## src/rtl/memory_access_stage_if.sv

```systemverilog
// Data-memory request/acknowledge bus between the M stage and the memory.
// The stage holds a request until ack or abort; the memory may answer with variable latency.
interface memory_access_stage_if;
    logic        dmem_req;
    logic        dmem_we;
    logic [31:0] dmem_addr;
    logic [31:0] dmem_wdata;
    logic [31:0] dmem_rdata;
    logic        dmem_ack;

    modport master (
        output dmem_req,
        output dmem_we,
        output dmem_addr,
        output dmem_wdata,
        input  dmem_rdata,
        input  dmem_ack
    );

    modport slave (
        input  dmem_req,
        input  dmem_we,
        input  dmem_addr,
        input  dmem_wdata,
        output dmem_rdata,
        output dmem_ack
    );
endinterface

```

## src/rtl/memory_access_stage.sv

```systemverilog
// RV32 pipeline M stage: drives the variable-latency data-memory bus, stalls upstream while an
// access is outstanding, aborts after MAX_WAIT wait cycles, and feeds the M->W register.
module memory_access_stage #(
    parameter int unsigned MAX_WAIT = 15
) (
    input  logic        clk,
    input  logic        reset,
    input  logic        RegWriteM,
    input  logic [1:0]  ResultSrcM,
    input  logic        MemWriteM,
    input  logic [31:0] ALUResultM,
    input  logic [31:0] WriteDataM,
    input  logic [4:0]  RdM,
    input  logic [31:0] PCPlus4M,
    memory_access_stage_if.master dmem,
    output logic        StallM,
    output logic        mem_abort,
    output logic [31:0] ALUResultM_fb,
    output logic        RegWriteW,
    output logic [1:0]  ResultSrcW,
    output logic [31:0] ALUResultW,
    output logic [31:0] ReadDataW,
    output logic [4:0]  RdW,
    output logic [31:0] PCPlus4W
);

    typedef enum logic {IDLE, WAIT} state_t;

    state_t      state_reg, state_next;
    logic [7:0]  wait_cnt_reg, wait_cnt_next;
    logic        access;
    logic        req_now;
    logic        abort_now;
    logic        complete;
    logic        load_done;
    logic [1:0]  result_src_eff;

    logic        reg_write_w_reg;
    logic [1:0]  result_src_w_reg;
    logic [31:0] alu_result_w_reg;
    logic [31:0] read_data_w_reg;
    logic [4:0]  rd_w_reg;
    logic [31:0] pc_plus4_w_reg;

    assign access         = MemWriteM | (ResultSrcM == 2'b01);
    assign result_src_eff = (ResultSrcM == 2'b11) ? 2'b00 : ResultSrcM;

    always_comb begin
        state_next    = state_reg;
        wait_cnt_next = wait_cnt_reg;
        req_now       = 1'b0;
        abort_now     = 1'b0;
        if (!reset) begin
            case (state_reg)
                IDLE: begin
                    req_now = access;
                    if (access && !dmem.dmem_ack) begin
                        state_next    = WAIT;
                        wait_cnt_next = 8'd1;
                    end
                end
                WAIT: begin
                    req_now = 1'b1;
                    if (dmem.dmem_ack) begin
                        state_next    = IDLE;
                        wait_cnt_next = 8'd0;
                    end else if (wait_cnt_reg == 8'(MAX_WAIT)) begin
                        abort_now     = 1'b1;
                        state_next    = IDLE;
                        wait_cnt_next = 8'd0;
                    end else begin
                        wait_cnt_next = wait_cnt_reg + 8'd1;
                    end
                end
                default: begin
                    state_next    = IDLE;
                    wait_cnt_next = 8'd0;
                end
            endcase
        end
    end

    always_ff @(posedge clk) begin
        if (reset) begin
            state_reg    <= IDLE;
            wait_cnt_reg <= 8'd0;
        end else begin
            state_reg    <= state_next;
            wait_cnt_reg <= wait_cnt_next;
        end
    end

    // An ack only counts while a request is actually on the bus.
    assign complete  = req_now & dmem.dmem_ack;
    assign load_done = complete & ~MemWriteM & (ResultSrcM == 2'b01);
    assign StallM    = req_now & ~dmem.dmem_ack & ~abort_now;
    assign mem_abort = abort_now;

    assign dmem.dmem_req   = req_now;
    assign dmem.dmem_we    = MemWriteM;
    assign dmem.dmem_wdata = WriteDataM;
    assign ALUResultM_fb   = ALUResultM;

    genvar gi;
    generate
        for (gi = 0; gi < 32; gi++) begin : g_addr
            if (gi < 2) begin : g_low
                assign dmem.dmem_addr[gi] = 1'b0;
            end else begin : g_high
                assign dmem.dmem_addr[gi] = ALUResultM[gi];
            end
        end
    endgenerate

    always_ff @(posedge clk) begin
        if (reset) begin
            reg_write_w_reg  <= 1'b0;
            result_src_w_reg <= 2'b00;
            alu_result_w_reg <= 32'd0;
            read_data_w_reg  <= 32'd0;
            rd_w_reg         <= 5'd0;
            pc_plus4_w_reg   <= 32'd0;
        end else if (StallM) begin
            reg_write_w_reg  <= 1'b0;
            result_src_w_reg <= 2'b00;
        end else begin
            reg_write_w_reg  <= RegWriteM & ~abort_now;
            result_src_w_reg <= result_src_eff;
            alu_result_w_reg <= ALUResultM;
            rd_w_reg         <= RdM;
            pc_plus4_w_reg   <= PCPlus4M;
            if (load_done) begin
                read_data_w_reg <= dmem.dmem_rdata;
            end
        end
    end

    // W outputs read as zero while reset is asserted, not only after the clearing edge.
    assign RegWriteW  = reg_write_w_reg & ~reset;
    assign ResultSrcW = reset ? 2'b00 : result_src_w_reg;
    assign ALUResultW = reset ? 32'd0 : alu_result_w_reg;
    assign ReadDataW  = reset ? 32'd0 : read_data_w_reg;
    assign RdW        = reset ? 5'd0  : rd_w_reg;
    assign PCPlus4W   = reset ? 32'd0 : pc_plus4_w_reg;

endmodule
```

## src/flat_wrapper.sv

```systemverilog
// flat-port wrapper written by rule: the top's interface ports become plain ports
module memory_access_stage_flat 
#(
    parameter int unsigned MAX_WAIT = 15
)
  (clk, reset, RegWriteM, ResultSrcM, MemWriteM, ALUResultM, WriteDataM, RdM, PCPlus4M, StallM, mem_abort, ALUResultM_fb, RegWriteW, ResultSrcW, ALUResultW, ReadDataW, RdW, PCPlus4W, dmem_dmem_req, dmem_dmem_we, dmem_dmem_addr, dmem_dmem_wdata, dmem_dmem_rdata, dmem_dmem_ack);
  memory_access_stage_if dmem_i ();
  input  logic clk;
  input  logic reset;
  input  logic RegWriteM;
  input  logic [1:0] ResultSrcM;
  input  logic MemWriteM;
  input  logic [31:0] ALUResultM;
  input  logic [31:0] WriteDataM;
  input  logic [4:0] RdM;
  input  logic [31:0] PCPlus4M;
  output logic StallM;
  output logic mem_abort;
  output logic [31:0] ALUResultM_fb;
  output logic RegWriteW;
  output logic [1:0] ResultSrcW;
  output logic [31:0] ALUResultW;
  output logic [31:0] ReadDataW;
  output logic [4:0] RdW;
  output logic [31:0] PCPlus4W;
  output wire logic [$bits(dmem_i.dmem_req)-1:0] dmem_dmem_req;
  output wire logic [$bits(dmem_i.dmem_we)-1:0] dmem_dmem_we;
  output wire logic [$bits(dmem_i.dmem_addr)-1:0] dmem_dmem_addr;
  output wire logic [$bits(dmem_i.dmem_wdata)-1:0] dmem_dmem_wdata;
  input wire logic [$bits(dmem_i.dmem_rdata)-1:0] dmem_dmem_rdata;
  input wire logic [$bits(dmem_i.dmem_ack)-1:0] dmem_dmem_ack;
  assign dmem_dmem_req = dmem_i.dmem_req;
  assign dmem_dmem_we = dmem_i.dmem_we;
  assign dmem_dmem_addr = dmem_i.dmem_addr;
  assign dmem_dmem_wdata = dmem_i.dmem_wdata;
  assign dmem_i.dmem_rdata = dmem_dmem_rdata;
  assign dmem_i.dmem_ack = dmem_dmem_ack;
  memory_access_stage #(.MAX_WAIT(MAX_WAIT)) u_core (.clk(clk), .reset(reset), .RegWriteM(RegWriteM), .ResultSrcM(ResultSrcM), .MemWriteM(MemWriteM), .ALUResultM(ALUResultM), .WriteDataM(WriteDataM), .RdM(RdM), .PCPlus4M(PCPlus4M), .dmem(dmem_i), .StallM(StallM), .mem_abort(mem_abort), .ALUResultM_fb(ALUResultM_fb), .RegWriteW(RegWriteW), .ResultSrcW(ResultSrcW), .ALUResultW(ALUResultW), .ReadDataW(ReadDataW), .RdW(RdW), .PCPlus4W(PCPlus4W));
endmodule
```

## config.mk

```make
export PLATFORM = sky130hd
export DESIGN_NAME = memory_access_stage_flat
export DESIGN_NICKNAME = d
export VERILOG_FILES = /design/src/rtl/memory_access_stage_if.sv /design/src/rtl/memory_access_stage.sv /design/src/flat_wrapper.sv
export SDC_FILE = /design/constraint.sdc
export NUM_CORES = 1
export LEC_CHECK = 0
export BUFFER_PORTS_ARGS = -buffer_cell sky130_fd_sc_hd__buf_2
export CORE_AREA = 3 3 131 133
export DETAILED_ROUTE_END_ITERATION = 16
export DIE_AREA = 0 0 134 136
export PLACE_DENSITY = 0.72
export REMOVE_ABC_BUFFERS = 1
export SLEW_MARGIN = 40
export SYNTH_ARGS = -nofsm -noshare
export SYNTH_HDL_FRONTEND = slang
export SYNTH_SLANG_ARGS = --single-unit
```

## constraint.sdc

```tcl
create_clock -name clk -period 4.9 [get_ports clk]
set_clock_uncertainty 0.15 [all_clocks]
set_input_delay 0.735 -clock clk [delete_from_list [all_inputs] [get_ports clk]]
set_output_delay 0.735 -clock clk [all_outputs]
set_load 0.005 [all_outputs]
```

After elaboration in Yosys (flattened, before gate mapping)

Index checks and enable logic that the tools add are counted.

Register bits: 113
Bits in latches: 0
Bits in writable memories: 0
Memory bits (read-only): 0
Bits of input ports: 140
Output and inout bits: 204
Memories kept: 0

$add $sub $neg: 1
$mul: 0
Div/mod/pow operators: 0
Order comparisons: 0
Eq/ne operators: 4
Shifts and indexed selects: 0
Mux-type cells: 19
Bitwise logic cells: 14
Reduce and logical (&&, ||, !) cells: 5

Operator list:

| operator              | number |
|---|---|
| $mux W32              | 3 |
| $mux W8               | 3 |
| $pmux W8 S2           | 1 |
| $add A8 B1 Y8 const B | 1 |
| $eq A8 B4 Y1 const B  | 1 |
| $mux W1               | 8 |
| $and A1 B1 Y1         | 7 |
| $not A1 Y1            | 6 |
| $mux W5               | 1 |
| $pmux W1 S2           | 2 |
| $reduce_or A3 Y1      | 1 |
| $eq A2 B1 Y1 const B  | 1 |
| $eq A2 B2 Y1 const B  | 1 |
| $mux W2               | 1 |
| $ne A2 B1 Y1 const B  | 1 |
| $reduce_and A2 Y1     | 1 |
| $reduce_or A2 Y1      | 1 |
| $logic_and A1 B1 Y1   | 1 |
| $logic_not A1 Y1      | 1 |
| $or A1 B1 Y1          | 1 |

Longest topological paths before layout

Gate-level depths: netlist (run 1).

Depth in word-level cells: 9
Gate-level depth with buffers: 6

Worst setup path before layout (run 1)

OpenSTA, ideal clock, no wires.

Kind: input to output
From: input port ResultSrcM[1]
To: output port StallM
Arrival time: 1.599 ns
Required time: 4.015 ns
Setup slack: 2.416 ns
Stages: 5
Path buffers: 1
Path through: nand2b_1 a21oi_1 nand2_4 buf_6 inv_1

Cells in the longest elaborated chain, start to end: 6

RTL lines:

| element                    | line                      | RTL |
|---|---|---|
| from (decl)                | flat_wrapper.sv:11        | `input logic [1:0] ResultSrcM;` |
| $eq A2 B1 Y1               | memory_access_stage.sv:45 | `assign access = MemWriteM \| (ResultSrcM == 2'b01);` |
| $or A1 B1 Y1               | memory_access_stage.sv:45 |  |
| $pmux W1 S2                | memory_access_stage.sv:54 | `case (state_reg)` |
| $mux W1                    | memory_access_stage.sv:53 | `if (!reset) begin` |
| net dmem_dmem_req          | flat_wrapper.sv:26        | `output wire logic [$bits(dmem_i.dmem_req)-1:0] dmem_dmem_req;` |
| $and A1 B1 Y1 (2 in a row) | memory_access_stage.sv:96 | `assign StallM = req_now & ~dmem.dmem_ack & ~abort_now;` |
| to (decl)                  | flat_wrapper.sv:17        | `output logic StallM;` |

The timed path passes the listed nets, and every way through them passes these cells.

Final worst setup path (run 1)

From: register u_core.wait_cnt_reg[0]
To: output port StallM

Cells in the longest elaborated chain, start to end: 7

RTL lines:

| element                | line                      | RTL |
|---|---|---|
| from (decl)            | memory_access_stage.sv:30 | `logic [7:0] wait_cnt_reg, wait_cnt_next;` |
| from (signal assigned) | memory_access_stage.sv:89 | `wait_cnt_reg <= wait_cnt_next;` |
| $eq A8 B4 Y1           | memory_access_stage.sv:67 | `end else if (wait_cnt_reg == 8'(MAX_WAIT)) begin` |
| $mux W1                | memory_access_stage.sv:67 |  |
| $mux W1                | memory_access_stage.sv:64 | `if (dmem.dmem_ack) begin` |
| $mux W1                | memory_access_stage.sv:54 |  |
| $mux W1                | memory_access_stage.sv:53 |  |
| $not A1 Y1             | memory_access_stage.sv:96 |  |
| $and A1 B1 Y1          | memory_access_stage.sv:96 |  |

Every way passes these cells.

==> results of run 1 <==
logic make-up after synthesis:
| group | Yosys count | synth area share |
|---|---|---|
| flops | 113 | 0.375 |
| mux | 101 | 0.231 |
| fa+ha+maj | 1 | 0.00207 |
| xor+xnor | 2 | 0.00290 |
| simple gates | 205 | 0.213 |
| compound gates | 18 | 0.0242 |
| other cells | 1 | 0.000621 |
| buf+inv | 131 | 0.152 |
worst register-to-register path: stages (launching register included):
cell,delay (ns)
sky130_fd_sc_hd__dfxtp_1,0.40
sky130_fd_sc_hd__ha_1,0.25
sky130_fd_sc_hd__and4b_4,0.29
sky130_fd_sc_hd__a31oi_4,0.12
sky130_fd_sc_hd__nand2_4,0.42
sky130_fd_sc_hd__buf_12,0.41
sky130_fd_sc_hd__mux2_2,0.41
final timing paths:
path,end,start,slack (ns)
worst min register to register,u_core.wait_cnt_reg[6],u_core.wait_cnt_reg[6],0.38
worst max-delay path,StallM,u_core.wait_cnt_reg[0],1.89
worst min-delay path,u_core.wait_cnt_reg[6],u_core.wait_cnt_reg[6],0.38
worst max register to register,u_core.pc_plus4_w_reg[31],u_core.wait_cnt_reg[0],2.35
routing by layer:
| layer | up-vias | GRT usage | share of wire |
|---|---|---|---|
| met1 | 1929 | 0.185 | 0.42 |
| li1 | 2123 | - | - |
| met5 | - | 0.0361 | 0.0055 |
| met4 | 2 | 0.0623 | 0.018 |
| met2 | 201 | 0.229 | 0.45 |
| met3 | 26 | 0.0770 | 0.10 |
layout by cell type (no fill, tap or decap), types with 2 or more instances in the layout:
master                       instances
sky130_fd_sc_hd__inv_1               3
sky130_fd_sc_hd__nand3_1             2
sky130_fd_sc_hd__nor2b_1           175
sky130_fd_sc_hd__buf_4               3
sky130_fd_sc_hd__o21ai_0             2
sky130_fd_sc_hd__clkbuf_1            4
sky130_fd_sc_hd__nor3b_1             2
sky130_fd_sc_hd__clkinvlp_4          3
sky130_fd_sc_hd__nand2b_1            2
sky130_fd_sc_hd__nor3_1              6
sky130_fd_sc_hd__nor2_1              3
sky130_fd_sc_hd__mux2_2             33
sky130_fd_sc_hd__clkbuf_16          17
sky130_fd_sc_hd__a21oi_1             6
sky130_fd_sc_hd__bufinv_16           2
sky130_fd_sc_hd__nand2_1             4
sky130_fd_sc_hd__and3_1              4
sky130_fd_sc_hd__buf_2             276
sky130_fd_sc_hd__dfxtp_1           113
sky130_fd_sc_hd__clkinv_2            4
sky130_fd_sc_hd__a211o_1             3
sky130_fd_sc_hd__mux2_4             68
sky130_fd_sc_hd__buf_12              2
sky130_fd_sc_hd__o2bb2ai_1           2
sky130_fd_sc_hd__conb_1              2
power by group:
group | switching [mW] | total (mW) | internal [mW]
Sequential | 0.0111 | 0.978 | 0.967
Clock | 0.429 | 1.19 | 0.757
Combinational | 0.129 | 0.301 | 0.172
Total | 0.569 | 2.46 | 1.90
layout make-up:
cell class | count | area share
Multi-Input combinational cell | 329 | 0.387
Sequential cell | 113 | 0.305
Timing Repair Buffer | 281 | 0.195
Clock buffer | 22 | 0.0612
Tap cell | 216 | 0.0364
Clock inverter | 10 | 0.0150
Inverter | 3 | 0.00152
metrics by stage:
| stage | hold slack [ns] | util |
|---|---|---|
| after global routing | 0.379 | 0.466 |
| after floorplan | 0.341 | - |
| after detailed placement | 0.371 | 0.430 |
| final | 0.375 | 0.466 |
| after global placement | 0.364 | 0.430 |
| after CTS | 0.372 | 0.466 |
==> impl.org, run 1 <==
** Layout
- Compared with the post-synthesis result, the final layout area differs by 22.9%.
- For this run, the post-layout net count is a little under 900.
- In the final layout, the multi-input gates occupy ~2900 µm².
- Final design instance area without fill :: between 7000 and 8000 µm²
- Layout Cells excl Fill :: a little under 1000
- The number of antenna diodes in the final layout is 0.
- FF+latch area :: approximately 2300 µm²
- In the final layout, the share of cells above drive strength 1 is 0.550.
- After filler insertion, the fill cell instance count of the layout stands at 1504.

** Synthesis
- In this run, synthesis inferred 0 flip-flops with an integrated enable.
- Mapped Avg Cell Area :: between 10 and 15 µm²
- Yosys mapped the design onto 37 distinct sky130hd cell types.
- The commonest cells after synthesis are 175 x sky130_fd_sc_hd__nor2b_1, 113 x sky130_fd_sc_hd__dfxtp_1, 100 x sky130_fd_sc_hd__buf_4, 68 x sky130_fd_sc_hd__mux2_4, 33 x sky130_fd_sc_hd__mux2_2.
- Of the post-synthesis cell area, the dominant cell type holds 0.375.
- Warnings from Yosys :: 0
- Largest area contributor in the netlist :: sky130_fd_sc_hd__dfxtp_1
- In this run, synthesis produced a sequential element count of between 100 and 150.
- In the synthesized netlist, the number of instances is approximately 570.
- Library cell with the highest instance count after synthesis :: sky130_fd_sc_hd__nor2b_1
- Of all flip-flops after synthesis, the portion carrying an async set or reset was 0.
- Most instantiated flip-flop cell in the synthesis netlist :: sky130_fd_sc_hd__dfxtp_1
- Summing every instance area after synthesis gives 6040 µm².
- Of the synthesized area, sequential elements account for 0.375.
- Yosys attributes the largest share of cell area to sky130_fd_sc_hd__dfxtp_1 37%, sky130_fd_sc_hd__nor2b_1 18%, sky130_fd_sc_hd__mux2_4 17%.

** Place
- HPWL Detailed :: around 11 mm
- Number of I/O port buffers :: between 200 and 300
- Routability-driven placement finished with a final weighted congestion of ~0.77.
- Once placement finished, the instance area stood at 6860 µm².
- Before CTS, the worst setup slack after placement is around 2 ns.
- The number of placed instances, taps included, is 942.

** Timing
- For the pin with the worst max-slew slack, the measured transition is between 0.6 and 0.7 ns.
- Setup repair after global routing left no endpoint under its margin.
- Min Clock Period, post-route :: ~3 ns
- Adding up every negative setup slack in the final design gives 0 ns.
- Measured against its own limit, the worst slew margin works out to 0.588.
- For this run, the top clock speed supported by timing is 332 MHz.
- Total of endpoints with negative setup slack in the final report :: 0
- Crit share post-route :: 0.614
- The total count of max-transition violations in the final report came to 0.
- The hold violation count in the final report was 0.
- Least setup slack across all paths after layout :: around 1.9 ns

** Power
- Overall power consumption after layout is estimated at ~2.5 mW.
- Leakage Power :: approximately 3.8 nW
- For this design the ratio of total power to cell area is 332 nW/µm².
- VDD sags by at most between 200 and 250 µV.

** Setup path
- In this run the worst path has a maximum fanout of 24.
- Kind of start point of the critical path :: register
- Category of the critical setup timing path :: register to primary output
- Worst path depth :: 6
- Worst-case reg-to-reg path depth :: 6
- The largest single stage delay on the critical path is about 0.42 ns.
- The worst setup path is captured at a primary output.
- Critical path data required time :: ~4 ns
- Standard cell with the maximum stage delay on the critical path :: sky130_fd_sc_hd__nand2_4
- Number of buffers and inverters on the critical path :: 2
- Traced cell by cell, the critical path runs through ha_1, and4b_4, a31oi_4, nand2_4, inv_1, buf_2.
- Arrival time reported for the critical path endpoint :: approximately 2.1 ns
- Dominant delay contributor by cell family on the critical path :: simple AND/OR/NAND/NOR gates

** CTS
- Hold repair after CTS inserted 0 buffers.
- CTS tree :: done
- Clock tree synthesis found a total of between 100 and 150 sinks.
- The H-tree was split into 4 levels.
- The longest clock path from root to sink contains 2 buffers.
- Number of setup buffers added after CTS :: 0
- TritonCTS created 17 clock buffers.
- Root buffer cell :: sky130_fd_sc_hd__clkbuf_16
- Latest clock arrival within the worst-skew pair :: ~0.41 ns
- PostCTS Resize Cnt :: 0
- CTS clk-pin slew, worst paths :: roughly 0.05 ns

** Floorplanning
- Total die area :: roughly 18000 µm²
- Horiz. Die Dim :: around 130 µm
- In this run the vertical extent of the chip is 136 µm.
- For this configuration, the core starts out at a cell density of 0.379.
- Core Rows :: between 40 and 50
- Total I/O pin count :: ~340
- Area of the placeable core :: 15900 µm²

** GRT
- The number of antenna violations at the first check in global routing was 0.
- Total global routing overflow :: 0
- First-pass GRT wire length :: between 20 and 25 mm
- For this run, the total global-route usage over all layers was measured as 0.153.
- The via count of the first global-routing pass is a little over 4000.
- Entering global routing, the biggest net connects 92 pins.

** Routing
- Via count :: between 4000 and 5000
- After detailed routing, the number of remaining DRC violations is 0.
- Routed wire length :: 14.7 mm
- TritonRoute pass-1 iters :: 4
- Number of vias per cell :: ~4.4
- The detailed router finished its first iteration with between 100 and 150 violations.
- In the final routed layout, each cell accounts on average for between 15 and 20 µm.
- ANT nets after route :: 0

** Hold path
- Hold WC Path Type :: register to register
- Counting instances, the worst hold path has a depth of 1.

** Flow run
- Maxcap violations :: 0

** Run status
- The run finished with clean final reports.
(Power assumes the default switching activity.)
==> inputs of run 2 (changes only) <==
--- a/config.mk
+++ b/config.mk
@@ -9,7 +9,7 @@
 export CORE_AREA = 3 3 131 133
 export DETAILED_ROUTE_END_ITERATION = 16
 export DIE_AREA = 0 0 134 136
-export PLACE_DENSITY = 0.72
+export PLACE_DENSITY = 0.75
 export REMOVE_ABC_BUFFERS = 1
 export SLEW_MARGIN = 40
 export SYNTH_ARGS = -nofsm -noshare
==> constraint.sdc (replaced) <==
create_clock -name clk -period 2.42 [get_ports clk]
set_clock_uncertainty 0.15 [all_clocks]
set_input_delay 0.363 -clock clk [delete_from_list [all_inputs] [get_ports clk]]
set_output_delay 0.363 -clock clk [all_outputs]
set_load 0.005 [all_outputs]
==> impl.org, run 2 (synthesis gave the netlist of run 1 again) <==
** Run status
- The run finished with clean final reports.

** GRT
- Total global routing overflow :: 0
- For this run, global-route usage on met1 was measured as 0.180.
- Entering global routing, the biggest net connects 109 pins.
- Global-route usage over all layers :: 0.151
- The first global-routing pass estimated between 20 and 25 mm of wire.
- The number of antenna violations at the first check in global routing is 0.
- For this run, global-route usage on met2 was measured as 0.232.
- In the global route stage, met3 resource usage came out at 0.0777.
- Peak-usage layer in the global routing report :: met2
- The via count of the first global-routing pass came to 4101.

** Place
- Setup slack at placement :: between 0.2 and 0.25 ns
- Routability Congestion :: ~0.78
- The placed instances occupy a cell area of ~7000 µm².
- Number of I/O port buffers :: ~280
- Detailed placement finished with a half-perimeter wire length of between 10 and 15 mm.
- DP Cell Count :: approximately 960

** Setup path
- Critical path data required time :: between 1.5 and 2 ns
- Grouping stages by cell kind, the critical path spends the most delay in simple AND/OR/NAND/NOR gates.
- Highest net fanout along the worst path :: 11
- On the critical path, the stage with the largest delay is an instance of sky130_fd_sc_hd__dfxtp_1.
- Crit path capture type :: primary output
- Slowest Stage Delay on Critical Path :: ~0.34 ns
- Arrival time reported for the critical path endpoint :: roughly 1.8 ns
- Category of the critical setup timing path :: register to primary output
- Counting both buffers and inverters, the worst setup path holds a total of 2.
- The signal on the critical path passes through ha_1, and4b_4, a31oi_4, nand2_8, inv_1, buf_2.
- The worst setup path is launched from a register.

** Timing
- Setup repair after global routing missed its margin :: no
- The hold violation count in the final report is 0.
- Least setup slack across all paths after layout :: around 0.11 ns
- Max-slew headroom at the worst pin :: 0.513
- The total count of max-transition violations in the final report was 0.
- The worst path in the final design needs a cycle of between 2 and 2.5 ns, including I/O delays and setup.
- Measured slew at the worst slew-check pin :: ~0.73 ns
- Maximum operating frequency :: ~430 MHz
- Worst hold slack :: roughly 0.034 ns
- Setup violations remaining at the end of the flow were counted as 0.
- Of the available clock period, the critical path in the final layout requires 0.953.

** Routing
- Using the TritonRoute via totals, the vias-per-cell ratio works out to roughly 4.4.
- In the routed design, unresolved DRC markers number 0.
- Via count :: about 4400
- ANT nets after route :: 0
- Number of DRC violations after detailed-routing iteration 0 :: 138
- The pre-antenna-repair detailed-routing pass consisted of 4 iterations.
- Routed wire length :: approximately 15 mm
- Drt wl/cell :: 14.7 µm

** Floorplanning
- The floorplan step set the die width to about 130 µm.
- Total I/O pin count :: 344
- In this run the vertical extent of the chip is roughly 140 µm.
- Area of the placeable core :: approximately 16000 µm²
- The die covers ~18000 µm².
- For this configuration, the core starts out at a cell density of 0.379.
- Core Rows :: 46

** Layout
- Net count of the finished layout :: 904
- Fraction of final layout cells sized beyond drive strength 1 :: 0.565
- Final-layout fill cell count :: 1493
- Most frequent cells in the layout :: 276 x sky130_fd_sc_hd__buf_2, 175 x sky130_fd_sc_hd__nor2b_1, 113 x sky130_fd_sc_hd__dfxtp_1, 68 x sky130_fd_sc_hd__mux2_4, 33 x sky130_fd_sc_hd__mux2_2
- Leaving out fill and tap cells, the most frequent cell in the layout is sky130_fd_sc_hd__buf_2.
- Relative to the synthesized area, the layout overhead comes to 26.4%.
- The number of antenna diodes in the final layout is 0.
- Total area of multi-input combinational cells :: 2890 µm²
- FF+latch area :: 2260 µm²
- Layout Cells excl Fill :: 988
- Summing all non-filler instances in the final layout gives an area of around 7600 µm².

** Power
- Ratio of total power to cell area :: 675 nW/µm²
- For this design the total switching power over the nets is between 1 and 1.5 mW.
- IR analysis of the VDD net gives a maximum drop of 409 µV.
- The share of total power dissipated in combinational logic is 0.124.
- Switching power as a share of total power :: 0.213
- Share of power burned in the clock network :: 0.492
- The internal portion of the total power is 4.05 mW.
- In this run the static leakage power is 3.93 nW.
- The share of total power dissipated in sequential elements is 0.384.
- Power, Total :: between 5 and 6 mW

** CTS
- Root buffer cell :: sky130_fd_sc_hd__clkbuf_16
- Counting the buffers created by CTS gives 17.
- Post-cts hold buffer count :: 0
- After clock tree synthesis, the clock-pin slew on the worst setup and hold paths is roughly 0.050 ns.
- CTS built an H-tree with a depth of 4.
- TritonCTS built the clock tree.
- The clock reaches the later pin of the worst-skew pair after 0.40 ns.
- Clk buf depth :: 2
- Clock tree sinks :: between 100 and 150

** Hold path
- The path class of the tightest hold or removal check is input pin to register.

** Flow run
- The tool flagged a number of max-cap violations equal to 0.
## run 2: cell count changes in the layout (fill, tap and decap cells not counted), moves of 2 or more
cell	previous run	this run
sky130_fd_sc_hd__buf_4	3	18
sky130_fd_sc_hd__clkbuf_1	4	0
sky130_fd_sc_hd__clkinvlp_4	3	0
sky130_fd_sc_hd__buf_12	2	4
sky130_fd_sc_hd__clkbuf_8	1	5
## run 2: area by class of cell
cell class	instances	share of cell area
Inverter	3	0.00148
Clock buffer	22	0.0648
Sequential cell	113	0.296
Clock inverter	6	0.0138
Multi-Input combinational cell	330	0.379
Tap cell	216	0.0354
Timing Repair Buffer	298	0.209
## run 2: worst paths after layout
path,from,endpoint,slack [ns],cells after the start
max reg2reg,u_core.wait_cnt_reg[0],u_core.alu_result_w_reg[5],0.21,7
min,dmem_dmem_rdata[6],u_core.read_data_w_reg[6],0.03,2
min reg2reg,u_core.wait_cnt_reg[6],u_core.wait_cnt_reg[6],0.37,1
max,u_core.wait_cnt_reg[0],StallM,0.11,6
## run 2: timing repair
| item | 4_1_cts | 5_1_grt |
|---|---|---|
| setup buffers | 1 | 0 |
| setup endpoints to repair | 1 | 0 |
| resized for setup | 2 | 0 |
## run 2: power groups by stage
stage	combinational [mW]	clock [mW]	sequential, mW
floorplan	0.308	0	2.01
finish	0.639	2.53	1.98
detailed placement	0.636	0	2.01
global placement	0.626	0	2.01
CTS	0.648	2.60	1.98
global route	0.696	2.69	1.98
## run 2: stage by stage
step	TNS [ns]	util
finish	0	0.479
global route	0	0.479
CTS	0	0.479
detailed placement	0	0.439
global placement	0	0.439
floorplan	-21.80	-
## run 2: per-layer routing
metal  wire (µm)  share of wire
met1        6140           0.42
met3        1490           0.10
met2        6650           0.46
met4         197          0.014
met5          78         0.0054
==> inputs of run 3 (changes only) <==
--- a/config.mk
+++ b/config.mk
@@ -5,11 +5,12 @@
 export SDC_FILE = /design/constraint.sdc
 export NUM_CORES = 1
 export LEC_CHECK = 0
+export ABC_AREA = 1
 export BUFFER_PORTS_ARGS = -buffer_cell sky130_fd_sc_hd__buf_2
-export CORE_AREA = 3 3 131 133
+export CORE_AREA = 2 2 133 135
 export DETAILED_ROUTE_END_ITERATION = 16
-export DIE_AREA = 0 0 134 136
-export PLACE_DENSITY = 0.75
+export DIE_AREA = 0 0 135 137
+export PLACE_DENSITY = 0.73
 export REMOVE_ABC_BUFFERS = 1
 export SLEW_MARGIN = 40
 export SYNTH_ARGS = -nofsm -noshare
==> impl.org, run 3 <==
** Floorplanning
- Horiz. Die Dim :: roughly 140 µm
- Height of the chip :: about 140 µm
- The core region is between 15000 and 20000 µm².
- Pin placement for this block handled 344 I/O pins.
- Core Rows :: 48
- Total die area :: 18500 µm²
- For this configuration, the core starts out at a cell density of 0.358.

** Synthesis
- Among all flip-flop cells after synthesis, the most frequent one is sky130_fd_sc_hd__dfxtp_1.
- Number of instances in the synthesized netlist :: just under 1000
- In this run, distinct cell masters in the synthesized netlist total 23.
- After synthesis the netlist holds a flip-flop and latch count of 113.
- After synthesis, the share of cell area in mux cells is 0.
- The post-synthesis compound-gate area fraction was 0.00821.
- Post-synthesis simple-gate area fraction :: 0.304
- Of the post-synthesis cell area, the dominant cell type holds 0.371.
- Counting flops with an async set or reset pin after synthesis yields a share of 0.
- Library cell with the highest instance count after synthesis :: sky130_fd_sc_hd__nand2_1
- Combined area of all synthesized cells :: between 6000 and 7000 µm²
- In the synthesized netlist, the cells that appear most often are 366 x sky130_fd_sc_hd__nand2_1, 258 x sky130_fd_sc_hd__inv_1, 113 x sky130_fd_sc_hd__dfxtp_1, 97 x sky130_fd_sc_hd__buf_4, 48 x sky130_fd_sc_hd__nor2_1.
- By area, the combinational part of the netlist is dominated by buffers and inverters.
- Of the total synthesized cell area, the portion taken by full adders, half adders and majority gates is 0.00205.
- The Yosys step of the flow raised 0 warnings.
- Largest area contributor in the netlist :: sky130_fd_sc_hd__dfxtp_1
- The synthesized design contains 0 enable-type register cells.
- Of the total synthesized cell area, the portion taken by XOR and XNOR cells is 0.
- Dividing the synthesized area by the synthesized cell count gives slightly above 6 µm².
- Sorting the synthesized cells by area gives the leading types as sky130_fd_sc_hd__dfxtp_1 37%, sky130_fd_sc_hd__nand2_1 23%, sky130_fd_sc_hd__inv_1 16%.
- For this run, the register share of the synthesized area comes to 0.371.

** Routing
- Total length of routed met2 wires :: between 7 and 8 mm
- The highest layer touched by signal routing is met5.
- Routed wire length :: 16.7 mm
- Met3 WL post-DR :: between 2 and 2.5 mm
- Using the TritonRoute via totals, the vias-per-cell ratio works out to ~4.1.
- In the final routing, the length of wire on met1 measures 7.42 mm.
- ANT nets after route :: 0
- TritonRoute pass-1 iters :: 4
- For this block, the initial DRC count from the detailed router was about 190.
- Drt wl/cell :: approximately 12 µm
- DRC Markers :: 0
- Detailed routing inserted a total of 5757 vias.

** CTS
- Number of CTS-inserted buffers :: 17
- The H-tree generated during clock tree synthesis spans 4 levels.
- TritonCTS built the clock tree.
- Root buffer cell :: sky130_fd_sc_hd__clkbuf_16
- Clock latency on the worst-skew pair, taken at its later pin, is just over 0.4 ns.
- CTS clk-pin slew, worst paths :: roughly 0.05 ns
- Clock tree sinks :: approximately 110
- Clk buf depth :: 2

** Timing
- The hold violation count in the final report came to 0.
- Min Clock Period, post-route :: roughly 2.3 ns
- Setup repair after global routing missed its margin :: no
- Crit share post-route :: 0.932
- Final number of max-transition violations :: 0
- Setup violations remaining at the end of the flow were counted as 0.
- For this run, the top clock speed supported by timing is 444 MHz.
- Post-Route Setup TNS :: 0 ns
- Worst hold slack :: roughly 0.028 ns

** Layout
- Net count of the finished layout :: 1306
- 0 antenna diodes ended up in the layout.
- Relative to the synthesized area, the layout overhead comes to 25.7%.
- Layout Cells excl Fill :: between 1000 and 1500
- In the layout the commonest cells are 366 x sky130_fd_sc_hd__nand2_1, 277 x sky130_fd_sc_hd__buf_2, 257 x sky130_fd_sc_hd__inv_1, 113 x sky130_fd_sc_hd__dfxtp_1, 46 x sky130_fd_sc_hd__nor2_1.
- After filler insertion, the fill cell instance count of the layout stands at about 1700.
- Leaving out fill and tap cells, the most frequent cell in the layout is sky130_fd_sc_hd__nand2_1.
- In the final layout, the share of cells above drive strength 1 is 0.285.

** Power
- VDD sags by at most 448 µV.
- Power, Total :: around 5.5 mW
- Ratio of total power to cell area :: slightly above 700 nW/µm²
- Summed over all cells, the static leakage comes to ~5.5 nW.

** Setup path
- Standard cell with the maximum stage delay on the critical path :: sky130_fd_sc_hd__dfxtp_1
- Walking the worst path, the cells encountered are ha_1, nand3_2, nor2_2, nand3_4, nand2_8, inv_1, buf_2.
- Dominant delay contributor by cell family on the critical path :: simple AND/OR/NAND/NOR gates
- Data arrives at the worst endpoint at 1.74 ns.
- The number of buffers and inverters on the critical path is 2.
- STA classifies the critical path startpoint as a register.
- The critical path in this run is classified as register to primary output.
- STA puts the critical path data required time at 1.91 ns.
- STA classifies the critical path endpoint as a primary output.
- Slowest Stage Delay on Critical Path :: about 0.35 ns
- Highest net fanout along the worst path :: 9

** GRT
- Global-route usage over all layers :: 0.168
- Global routing finished with a remaining overflow of 0.
- Largest net degree at the start of global routing :: 44
- Vias in the first global route :: between 4000 and 5000
- The number of antenna violations at the first check in global routing came to 0.
- The first global-routing pass estimated between 20 and 25 mm of wire.

** Place
- DP Cell Count :: roughly 1400
- Routability Congestion :: between 0.8 and 0.9
- Port buffering added 277 buffers.
- HPWL Detailed :: about 12 mm

** Hold path
- The worst hold path belongs to the class input pin to register.

** Flow run
- Maxcap violations :: 0

** Run status
- Outcome :: complete, no violations
==> run 3: layout make-up <==
class	instances	area, µm²	share of cell area
clock inverters	12	204	0.0266
clock buffers	20	467	0.0609
flip-flops and latches	113	2260	0.295
well taps	225	282	0.0367
multi-input cells	481	1960	0.256
repair buffers	292	1520	0.198
inverters	260	976	0.127
==> run 3: logic make-up (layout without fill, tap and decap cells) <==
family / Yosys count / after routing
AO/OA/AOI/OAI: 10 / 10
adder cells (fa/ha/maj): 1 / 1
buffers and inverters: 393 / 584
flip-flops: 113 / 113
other: 1 / 2
AND/OR/NAND/NOR: 467 / 468
==> run 3: per-stage QoR <==
stage	cell area (µm²)	util	setup WS, ns
6_report	7670	0.450	0.166
5_1_grt	7670	0.450	0.0209
4_1_cts	7610	0.446	0.0203
3_5_place_dp	6920	0.406	0.427
3_3_place_gp	6920	0.406	0.462
2_1_floorplan	5160	-	-0.705
==> run 3: where the power goes <==
part	leakage, nW	internal [mW]	switching (mW)
clock	0.319	1.91	0.913
sequential	0.931	1.99	0.0323
combinational	4.21	0.286	0.404
total	5.46	4.19	1.35
==> run 3: final timing paths <==
check                           depth (start not counted)                          to  slack [ns]                    from
worst max-delay path                                    7                      StallM        0.17  u_core.wait_cnt_reg[1]
worst min-delay path                                    3  u_core.read_data_w_reg[31]        0.03     dmem_dmem_rdata[31]
worst max register to register                         10   u_core.pc_plus4_w_reg[28]        0.44  u_core.wait_cnt_reg[1]
worst min register to register                          2      u_core.wait_cnt_reg[6]        0.35  u_core.wait_cnt_reg[6]
==> run 3: tightest hold or removal path, delay by kind of cell <==
| kind | cells | cell delay [ns] |
|---|---|---|
| simple gates | 2 | 0.12 |
| buf+inv | 1 | 0.07 |
==> run 3: per-layer routing <==
| layer | global-route usage | vias up |
|---|---|---|
| li1 | - | 3024 |
| met4 | 0.0428 | 2 |
| met5 | 0.0306 | - |
| met3 | 0.0919 | 18 |
| met2 | 0.257 | 263 |
| met1 | 0.202 | 2450 |
==> run 3: what timing repair did <==
| action | CTS | global route |
|---|---|---|
| endpoints found under the hold margin | 2 | 0 |
| resized for setup | 0 | 4 |
| buffers inserted | 0 | 3 |
| hold buffers | 2 | 0 |
| endpoints found under the setup margin | 0 | 1 |
